### src/rtl/serial_adder_ctrl_v.sv
// Bit-serial adder controller.
// This file holds full_adder_v, a combinational 1-bit full adder, and
// serial_adder_ctrl_v, the controller that reuses that one adder for every
// bit position. The controller adds LSB-first, one bit per clock.
//
// serial_adder_ctrl_v ports:
//   i_clk   - system clock; all state changes on the rising edge
//   i_rst   - synchronous, active-high reset
//   i_start - request an addition; taken only while o_ready=1
//   i_a/i_b - WIDTH-bit operands, captured when a start is accepted
//   i_carry - carry-in, captured when a start is accepted
//   o_ready - high in IDLE and DONE
//   o_busy  - high while bits are being added
//   o_done  - one-cycle pulse; o_sum/o_carry are valid from this cycle
//   o_sum   - (A + B + cin) mod 2^WIDTH, held until the next result
//   o_carry - carry-out of bit WIDTH-1

// full_adder_v: purely combinational 1-bit full adder.
//   i_a, i_b, i_carry - addend bits and carry-in
//   o_sum, o_carry    - sum bit and carry-out
module full_adder_v (
  input  logic i_a,
  input  logic i_b,
  input  logic i_carry,
  output logic o_sum,
  output logic o_carry
);
  assign o_sum   = i_a ^ i_b ^ i_carry;
  assign o_carry = (i_a & i_b) | (i_carry & (i_a ^ i_b));
endmodule

module serial_adder_ctrl_v #(
  parameter int WIDTH = 8
) (
  input  logic             i_clk,
  input  logic             i_rst,
  input  logic             i_start,
  input  logic [WIDTH-1:0] i_a,
  input  logic [WIDTH-1:0] i_b,
  input  logic             i_carry,
  output logic             o_ready,
  output logic             o_busy,
  output logic             o_done,
  output logic [WIDTH-1:0] o_sum,
  output logic             o_carry
);

  localparam int CW = $clog2(WIDTH + 1);
  localparam logic [CW-1:0] LAST = CW'(WIDTH - 1);

  typedef enum logic [1:0] {
    IDLE = 2'd0,
    ADD  = 2'd1,
    DONE = 2'd2
  } state_t;

  state_t          state;
  logic [WIDTH-1:0] a_sh;
  logic [WIDTH-1:0] b_sh;
  logic [WIDTH-1:0] s_sh;
  logic             c_reg;
  logic [CW-1:0]    cnt;

  logic             fa_sum;
  logic             fa_carry;
  logic [WIDTH-1:0] s_next;

  full_adder_v u_fa (
    .i_a     (a_sh[0]),
    .i_b     (b_sh[0]),
    .i_carry (c_reg),
    .o_sum   (fa_sum),
    .o_carry (fa_carry)
  );

  // New sum bit enters at the MSB. Written as shifts rather than a part-select
  // so that WIDTH=1 needs no special case.
  always_comb begin
    s_next = (s_sh >> 1) | (WIDTH'(fa_sum) << (WIDTH - 1));
  end

  always_ff @(posedge i_clk) begin
    if (i_rst) begin
      state   <= IDLE;
      o_ready <= 1'b1;
      o_busy  <= 1'b0;
      o_done  <= 1'b0;
      o_sum   <= '0;
      o_carry <= 1'b0;
      a_sh    <= '0;
      b_sh    <= '0;
      s_sh    <= '0;
      c_reg   <= 1'b0;
      cnt     <= '0;
    end else begin
      unique case (state)
        IDLE, DONE: begin
          o_done <= 1'b0;
          if (i_start) begin
            a_sh    <= i_a;
            b_sh    <= i_b;
            c_reg   <= i_carry;
            s_sh    <= '0;
            cnt     <= '0;
            state   <= ADD;
            o_ready <= 1'b0;
            o_busy  <= 1'b1;
          end else begin
            state   <= IDLE;
            o_ready <= 1'b1;
            o_busy  <= 1'b0;
          end
        end
        ADD: begin
          c_reg <= fa_carry;
          s_sh  <= s_next;
          a_sh  <= a_sh >> 1;
          b_sh  <= b_sh >> 1;
          cnt   <= cnt + 1'b1;
          if (cnt == LAST) begin
            state   <= DONE;
            o_busy  <= 1'b0;
            o_ready <= 1'b1;
            o_done  <= 1'b1;
            o_sum   <= s_next;
            o_carry <= fa_carry;
          end
        end
        default: begin
          state   <= IDLE;
          o_ready <= 1'b1;
          o_busy  <= 1'b0;
          o_done  <= 1'b0;
        end
      endcase
    end
  end

endmodule

### config.mk
export PLATFORM = sky130hd
export DESIGN_NAME = serial_adder_ctrl_v
export DESIGN_NICKNAME = d
export VERILOG_FILES = /design/src/rtl/serial_adder_ctrl_v.sv
export SDC_FILE = /design/constraint.sdc
export NUM_CORES = 1
export LEC_CHECK = 0
export CAP_MARGIN = 40
export CORE_ASPECT_RATIO = 1.75
export CORE_MARGIN = 3
export CORE_UTILIZATION = 40
export DETAILED_ROUTE_END_ITERATION = 12
export PLACE_DENSITY = 0.73
export SKIP_CTS_REPAIR_TIMING = 1
export SYNTH_ARGS = -nofsm -noshare
export SYNTH_HDL_FRONTEND = slang
export SYNTH_SLANG_ARGS = --single-unit
### constraint.sdc
create_clock -name i_clk -period 2.5 [get_ports i_clk]
set_clock_uncertainty 0.15 [all_clocks]
set_input_delay 0.5 -clock i_clk [delete_from_list [all_inputs] [get_ports i_clk]]
set_output_delay 0.5 -clock i_clk [all_outputs]
set_load 0.005 [all_outputs]
---- After elaboration in Yosys (flattened, before gate mapping) ----
Index checks and enable logic that the tools add are counted.
storage, ports and cells
  bits in registers ....................... 43
  input port bits ......................... 20
  output and inout bits ................... 12
  word-level logic and storage cells ...... 49
cells by class
  $add $sub $neg .......................... 1
  equality and inequality tests ........... 5
  multiplexer cells ....................... 19
  bitwise logic cells ..................... 7
  reduce and logical (&&, ||, !) cells .... 6
operators by type and width
  cell                                                                    count
  8-bit one-hot mux with 2 select lines                                   3
  8-bit two-way mux                                                       3
  7-bit by 8-bit OR with 8-bit output                                     1
  4-bit one-hot mux with 2 select lines                                   1
  1-bit two-way mux                                                       6
  1-bit one-hot mux with 2 select lines                                   3
  4-bit by 1-bit adder with 4-bit output (second input constant)          1
  4-bit by 3-bit equality test with 1-bit output (second input constant)  1
  4-bit two-way mux                                                       1
  2-bit != test (second input constant)                                   2
  2-bit one-hot mux with 2 select lines                                   1
  2-bit AND reduction                                                     2
  2-bit OR reduction                                                      2
  1-bit bitwise AND                                                       2
  2-bit by 1-bit equality test with 1-bit output (second input constant)  1
  2-bit equality test (second input constant)                             1
  2-bit zero test                                                         1
  2-bit two-way mux                                                       1
  2-bit nonzero test                                                      1
  1-bit bitwise XOR                                                       2
  1-bit NOT                                                               1
  1-bit OR                                                                1

---- Depth between registers and ports, before layout ----
Gate-level depths: netlist of the first run.
  depth after elaboration ................. 4
  gate-level depth with buffers ........... 5
  gate-level depth less buffers ........... 4

---- Modules after synthesis ----
A second synthesis of the first run with hierarchy kept.
second synthesis, totals
  cell total of the unflattened synthesis .. 185
  area total of the unflattened synthesis .. 1736.7 um^2
modules (own cells, without submodules)
  module               instances  cells an instance  area each (um^2)  seq. area each (um^2)
  serial_adder_ctrl_v  1          184                1716.6            820.8
  full_adder_v         1          1                  20.0              0.0

---- Worst setup path before layout of the first run ----
OpenSTA, ideal clock, no wires.
  kind .................................... input to register
  start point ............................. input port i_start
  end point ............................... register a_sh[1]
  setup time .............................. 132 ps
  arrival ................................. 1132 ps
  required time ........................... 2218 ps
  setup slack ............................. 1086 ps
  stages on the path ...................... 5
  buffers on the path ..................... 2
  cells stage by stage .................... nor2b_1 > buf_2 > buf_4 > a22oi_1 > a21oi_1
between the ends
  longest elaborated chain between the ends .. 2
ends and longest elaborated chain
  element                        RTL line  source
  start: declaration             37        input logic i_start,
  2-bit != test (no line)        -
  2-bit AND reduction (no line)  -
  end signal: assignment         100       a_sh <= i_a;
  end signal: assignment         117       a_sh <= a_sh >> 1;
  end: declaration               58        logic [WIDTH-1:0] a_sh;
Every way passes these cells.
A chain may end at the register's enable or synchronous reset.

==> results of run 1 <==
layer usage:
layer / vias up / global-route usage [%]
li1: 712 / -
met1: 671 / 15.73
met2: 34 / 24.41
met3: 8 / 3.487
met4: 0 / 7.911
met5: - / 0
cell usage after synthesis, drive strengths merged:
| master | instances | area share [%] |
|---|---|---|
| nor3b | 1 | 0.44 |
| a21oi | 28 | 8.2 |
| mux2 | 2 | 1.3 |
| nand2b | 21 | 7.7 |
| ha | 1 | 0.73 |
| nor3 | 1 | 0.29 |
| a211oi | 2 | 0.88 |
| and2b | 1 | 0.44 |
| dfxtp | 41 | 48 |
| nand4 | 1 | 0.37 |
| fa | 1 | 1.2 |
| clkbuf | 4 | 0.88 |
| nand3b | 1 | 0.44 |
| nor2b | 1 | 0.37 |
| a31oi | 1 | 0.37 |
| inv | 1 | 0.22 |
| a22oi | 15 | 6.6 |
| nand2 | 10 | 2.2 |
| nand3 | 26 | 7.6 |
| mux2i | 9 | 5.3 |
| buf | 12 | 4.4 |
| nor2 | 5 | 2.1 |
tightest hold or removal path: stages (launching register included):
cell	delay, ns
dfxtp_1	0.32
inv_1	0.05
a211oi_1	0.05
layout make-up:
| type | instances | area [sq um] | share of cell area [%] |
|---|---|---|---|
| sequential | 41 | 820.8 | 37.92 |
| multi-input combinational | 127 | 793.3 | 36.65 |
| timing repair buffer | 41 | 385.4 | 17.80 |
| clock buffer | 7 | 96.34 | 4.451 |
| tap | 48 | 60.06 | 2.775 |
| clock inverter | 1 | 5.005 | 0.2312 |
| inverter | 1 | 3.754 | 0.1734 |
metrics by stage:
step / util [%] / power (uW) / hold slack [ns] / worst slack (ns)
CTS: 54.40 / 1337 / 0.3188 / 0.6086
floorplan: - / 803.3 / 0.2956 / 1.086
global placement: 51.86 / 862.3 / 0.2977 / 0.5178
detailed placement: 51.86 / 864.2 / 0.3065 / 0.5051
global route: 54.40 / 1377 / 0.3309 / 0.5494
finish: 54.40 / 1323 / 0.3174 / 0.6173
power by group:
part / leakage [uW] / switching [uW] / internal, uW
sequential: 0.000334 / 15.2 / 677
clock: 0.0000542 / 225 / 250
combinational: 0.000371 / 79.9 / 76.2
total: 0.000759 / 320 / 1000
kinds of logic (layout without fill, tap and decap cells):
logic type / after synthesis / in the layout / share of synthesized area (%)
and+or+nand+nor: 68 / 68 / 21.91
adders and majority gates: 2 / 2 / 1.905
DFF: 41 / 41 / 48.06
AOI/OAI and AO/OA: 46 / 46 / 16.04
muxes: 11 / 11 / 6.594
buffers and inverters: 17 / 50 / 5.494
path summary, 6_finish.rpt:
path	slack, ns	start	to	cells after the start
hold / removal	0.32	o_done	o_done	2
setup reg to reg	0.84	state[0]	cnt[2]	3
hold reg to reg	0.32	o_done	o_done	2
setup / recovery	0.62	state[0]	o_busy	1
==> run summary, run 1 <==
H-tree depth = 2
row count = 30
CP max stage cell = clkdlybuf4s50_1
placed cell count = 258
worst skew pair latency = 0.29 ns
Syn Inst Count = 185
Synth Net Count = 207
FILL cells = 428
vias in the first global route = 1331
Finished Cell Area = 0.002165 sq mm
GRT Util Overall = 14.21%
leading cell types in the layout, fill and taps excluded = dfxtp_1, clkdlybuf4s50_1, a21oi_1
CP Data Arrival Time = 1.23 ns
library cells used by synthesis = 24
1st-pass router iterations = 4
Slew @ Worst Pin = 0.5677 ns
Pleak = 0.0007589 uW
pin count of the biggest net entering global routing = 21
Mapped Avg Cell Area = 9.232 sq um
HPWL Detailed = 2407 microns
CP cell instances = clkdlybuf4s50_1
Final nets = 239
final worst-path cycle share = 75.31%
wl on met1 = 1455 microns
Worst-path clk slew = 0.08 ns
RSZ-0062 raised after global routing = false
Synth Cell Area = 0.001708 sq mm
flop and latch count out of synthesis = 41
sequential cell area fraction in the yosys report = 48.06%
Crit path required time = 1.85 ns
Max VDD drop = 0.4366 mV
setup TNS = 0 ns
DRC viols = 0
Slew headroom = 62.15%
max layer used = met4
Fin. Hold Viols = 0
Hold Path Class = reg2reg
first-pass GRT wire length = 5844 microns
critical path endpoint category = primary output
Root Buffer = clkbuf_8
via count = 1425
ANT nets after route = 0
Critical Path Start Type = flip-flop
initial antenna violation count = 0
# IOs = 32
cts bufs inserted = 5
Pwr Density = 611.4 mW/mm^2
worst-path maximum fanout = 5
top flop regs = a_sh: 8 flops, b_sh: 8 flops, o_sum: 8 flops
Layout area overhead = 26.74%
Max Cap Violations = 0
leading cell type in the layout, fill and taps excluded = dfxtp_1
# setup viols final = 0
fin crit period = 1.883 ns
ANT cells = 0
GPL Wtd Cong = 0.7474
Die Ht = 92.44 microns
delay-heaviest family, CP = buffers and inverters
yosys warns = 0
status = complete, no violations
Final Routed Wirelength = 3418 microns
Die Wd = 55.40 microns
CTS max path bufs = 2
Port Buffers = 31
Starting Density = 42.92%
CTS tree = done
post-route insts no fill = 266
fmax = 0.5312 GHz
core area = 0.003979 sq mm
routed wl met3 = 151 microns
routed len/inst = 12.85 microns
placed cell area = 0.002063 sq mm
share of layout cells above drive strength 1 = 8.716%
total die area = 0.005121 sq mm
CP bufs+invs = 1
Max Slew Vio Count = 0
met2 wire len = 1732 microns
drt first-iter violations = 39
Sink Count = 41
total grt overflow = 0
CP max stage delay = 0.53 ns
critical path class = reg2out
Via density = 5.357
Note: power is estimated with default switching activity, not from simulation.
==> inputs of run 2 (changes only) <==
PLACE_DENSITY = 0.75   (was 0.73)
clock period = 1.7 ns   (was 2.5 ns; I/O delays follow)
==> run 2 against run 1 <==
Global-route usage rose by 0.44 points. Sequential power is 47% higher. Register-to-register slack worse by 0.61 ns. Non-clock buffer count up 2. Cell area is 1.9% higher. Critical path depth is the same. Critical path type unchanged.
==> run summary, run 2 (same netlist as run 1, synthesis figures left out) <==
status = complete, no violations
Net Sw Frac = 24.10% (-0.11 points)
top flop regs = a_sh: 8 flops, b_sh: 8 flops, o_sum: 8 flops
Hold Path Class = reg2reg
R2R setup slack = 0.23 ns (-0.61 ns)
ANT cells = 0 (unchanged)
FF-to-FF Start = cnt[1]
Starting Density = 42.92% (unchanged)
pin count of the biggest net entering global routing = 30 (+43%)
Clock power frac = 35.5% (-0.4 points)
grt met1 use = 16.35% (+0.62 points)
RR Endpoint = o_sum[4]
HPWL Detailed = 2372 microns (-1.5%)
core area = 0.003979 sq mm (unchanged)
routed len/inst = 12.89 microns (+0.30%)
delay-heaviest family, CP = buffers and inverters
Slew @ Worst Pin = 0.3297 ns (-0.2380 ns)
CP max stage delay = 0.51 ns (-0.02 ns)
Slew headroom = 77.97% (+16 points)
Finished Cell Area = 0.002206 sq mm (+1.9%)
CP max stage cell = clkdlybuf4s50_1
Worst Setup SP = state[0]
Pwr Density = 887.2 mW/mm^2 (+45%)
Hold Crit Start = o_done
Worst-path clk slew = 0.08 ns (about the same)
Critical Path Start Type = flip-flop
total grt overflow = 0 (unchanged)
critical path class = reg2out
total die area = 0.005121 sq mm (unchanged)
Via density = 5.396 (+0.72%)
# IOs = 32 (unchanged)
GPL Wtd Cong = 0.7546 (+0.96%)
Max Slew Vio Count = 0 (unchanged)
worst-path maximum fanout = 5 (unchanged)
WP depth = 1 (unchanged)
critical path endpoint category = primary output
DRC viols = 0 (unchanged)
Sw Pwr = 471.6 uW (+47%)
Root Buffer = clkbuf_8
Util after Layout = 55.44% (+1.0 points)
CTS tree = done
Pleak = 0.0007781 uW (+2.5%)
CP bufs+invs = 1 (unchanged)
CTS max path bufs = 2 (unchanged)
Crit path required time = 1.21 ns (-0.64 ns)
cts bufs inserted = 5 (unchanged)
Final Routed Wirelength = 3454 microns (+1.1%)
CP Data Arrival Time = 1.17 ns (-0.06 ns)
Sequential Power Share = 52.1% (-0.2 points)
Final nets = 241 (+0.84%)
global routing usage on met2 = 25.30% (+0.89 points)
1st-pass router iterations = 4 (unchanged)
GRT Util Overall = 14.64% (+0.44 points)
ANT nets after route = 0 (unchanged)
share of layout cells above drive strength 1 = 10.00% (+1.3 points)
Max Cap Violations = 0 (unchanged)
via count = 1446 (+1.5%)
# setup viols final = 0 (unchanged)
Hold Path Stages = 2 (unchanged)
worst skew pair latency = 0.29 ns (about the same)
leading cell types in the layout, fill and taps excluded = dfxtp_1, clkdlybuf4s50_1, a21oi_1
Fin. Hold Viols = 0 (unchanged)
drt first-iter violations = 31 (-21%)
Max VDD drop = 0.7181 mV (+64%)
reg2reg path depth = 4 (+1)
GRT Max-Usage Layer = met2
RSZ-0062 raised after global routing = false
fmax = 0.6031 GHz
vias in the first global route = 1373 (+3.2%)
Die Wd = 55.40 microns (unchanged)
first-pass GRT wire length = 6072 microns (+3.9%)
placed cell area = 0.002103 sq mm (+1.9%)
fin crit period = 1.658 ns
Die Ht = 92.44 microns (unchanged)
H-tree depth = 2 (unchanged)
initial antenna violation count = 0 (unchanged)
CP cell instances = clkdlybuf4s50_1
Comb pwr share = 12.4% (+0.6 points)
Pint = 1486 uW (+48%)
crit path to = o_busy
FILL cells = 379 (-11%)
final worst-path cycle share = 97.54%
Port Buffers = 31 (unchanged)
Layout area overhead = 29.16%
leading cell type in the layout, fill and taps excluded = dfxtp_1
row count = 30 (unchanged)
grt met3 use = 3.208% (-0.28 points)
Sink Count = 41 (unchanged)
==> run 2: layout make-up <==
cell class                 count  area [sq um]  share of cell area [%]
sequential                    41         822.0                   37.27
multi-input combinational    127         793.3                   35.96
timing repair buffer          43         425.4                   19.29
clock buffer                   7         96.34                   4.368
tap                           48         60.06                   2.723
clock inverter                 1         5.005                  0.2269
inverter                       1         3.754                  0.1702
==> run 2: routing by layer <==
metal | share of wire [%] | vias to the layer above
li1 | - | 715
met5 | 0 | -
met3 | 4.1 | 10
met2 | 51 | 42
met4 | 2.8 | 0
met1 | 42 | 679
==> run 2: worst min path at each step <==
stage / to / slack, ns
after floorplan: s_sh[1] / 0.30
after detailed placement: o_done / 0.30
final: o_done / 0.31
after global placement: o_done / 0.30
after global routing: o_done / 0.33
after CTS: o_done / 0.32
==> run 2: tightest hold or removal path: stages (launching register included) <==
cell	delay [ns]
dfxtp_1	0.32
inv_1	0.05
a211oi_1	0.05
==> run 2: power by group through the flow <==
stage                     Combinational, uW  Clock [uW]  Sequential [uW]
after global placement                  241           0             1040
after floorplan                         146           0             1040
after CTS                               244         726             1020
after detailed placement                243           0             1040
final                                   243         695             1020
after global routing                    268         756             1020
==> run 2: metrics by stage <==
step / hold slack (ns) / cells / total power, uW / setup slack (ns) / TNS (ns)
5_1_grt: 0.3346 / 268 / 2049 / 0.002283 / 0
4_1_cts: 0.3158 / 268 / 1988 / -0.03194 / -0.03194
6_report: 0.3145 / 268 / 1957 / 0.04180 / 0
3_5_place_dp: 0.3014 / 260 / 1284 / -0.1219 / -1.497
2_1_floorplan: 0.2956 / 185 / 1181 / 0.3097 / 0
3_3_place_gp: 0.2982 / 260 / 1281 / -0.06633 / -0.7574
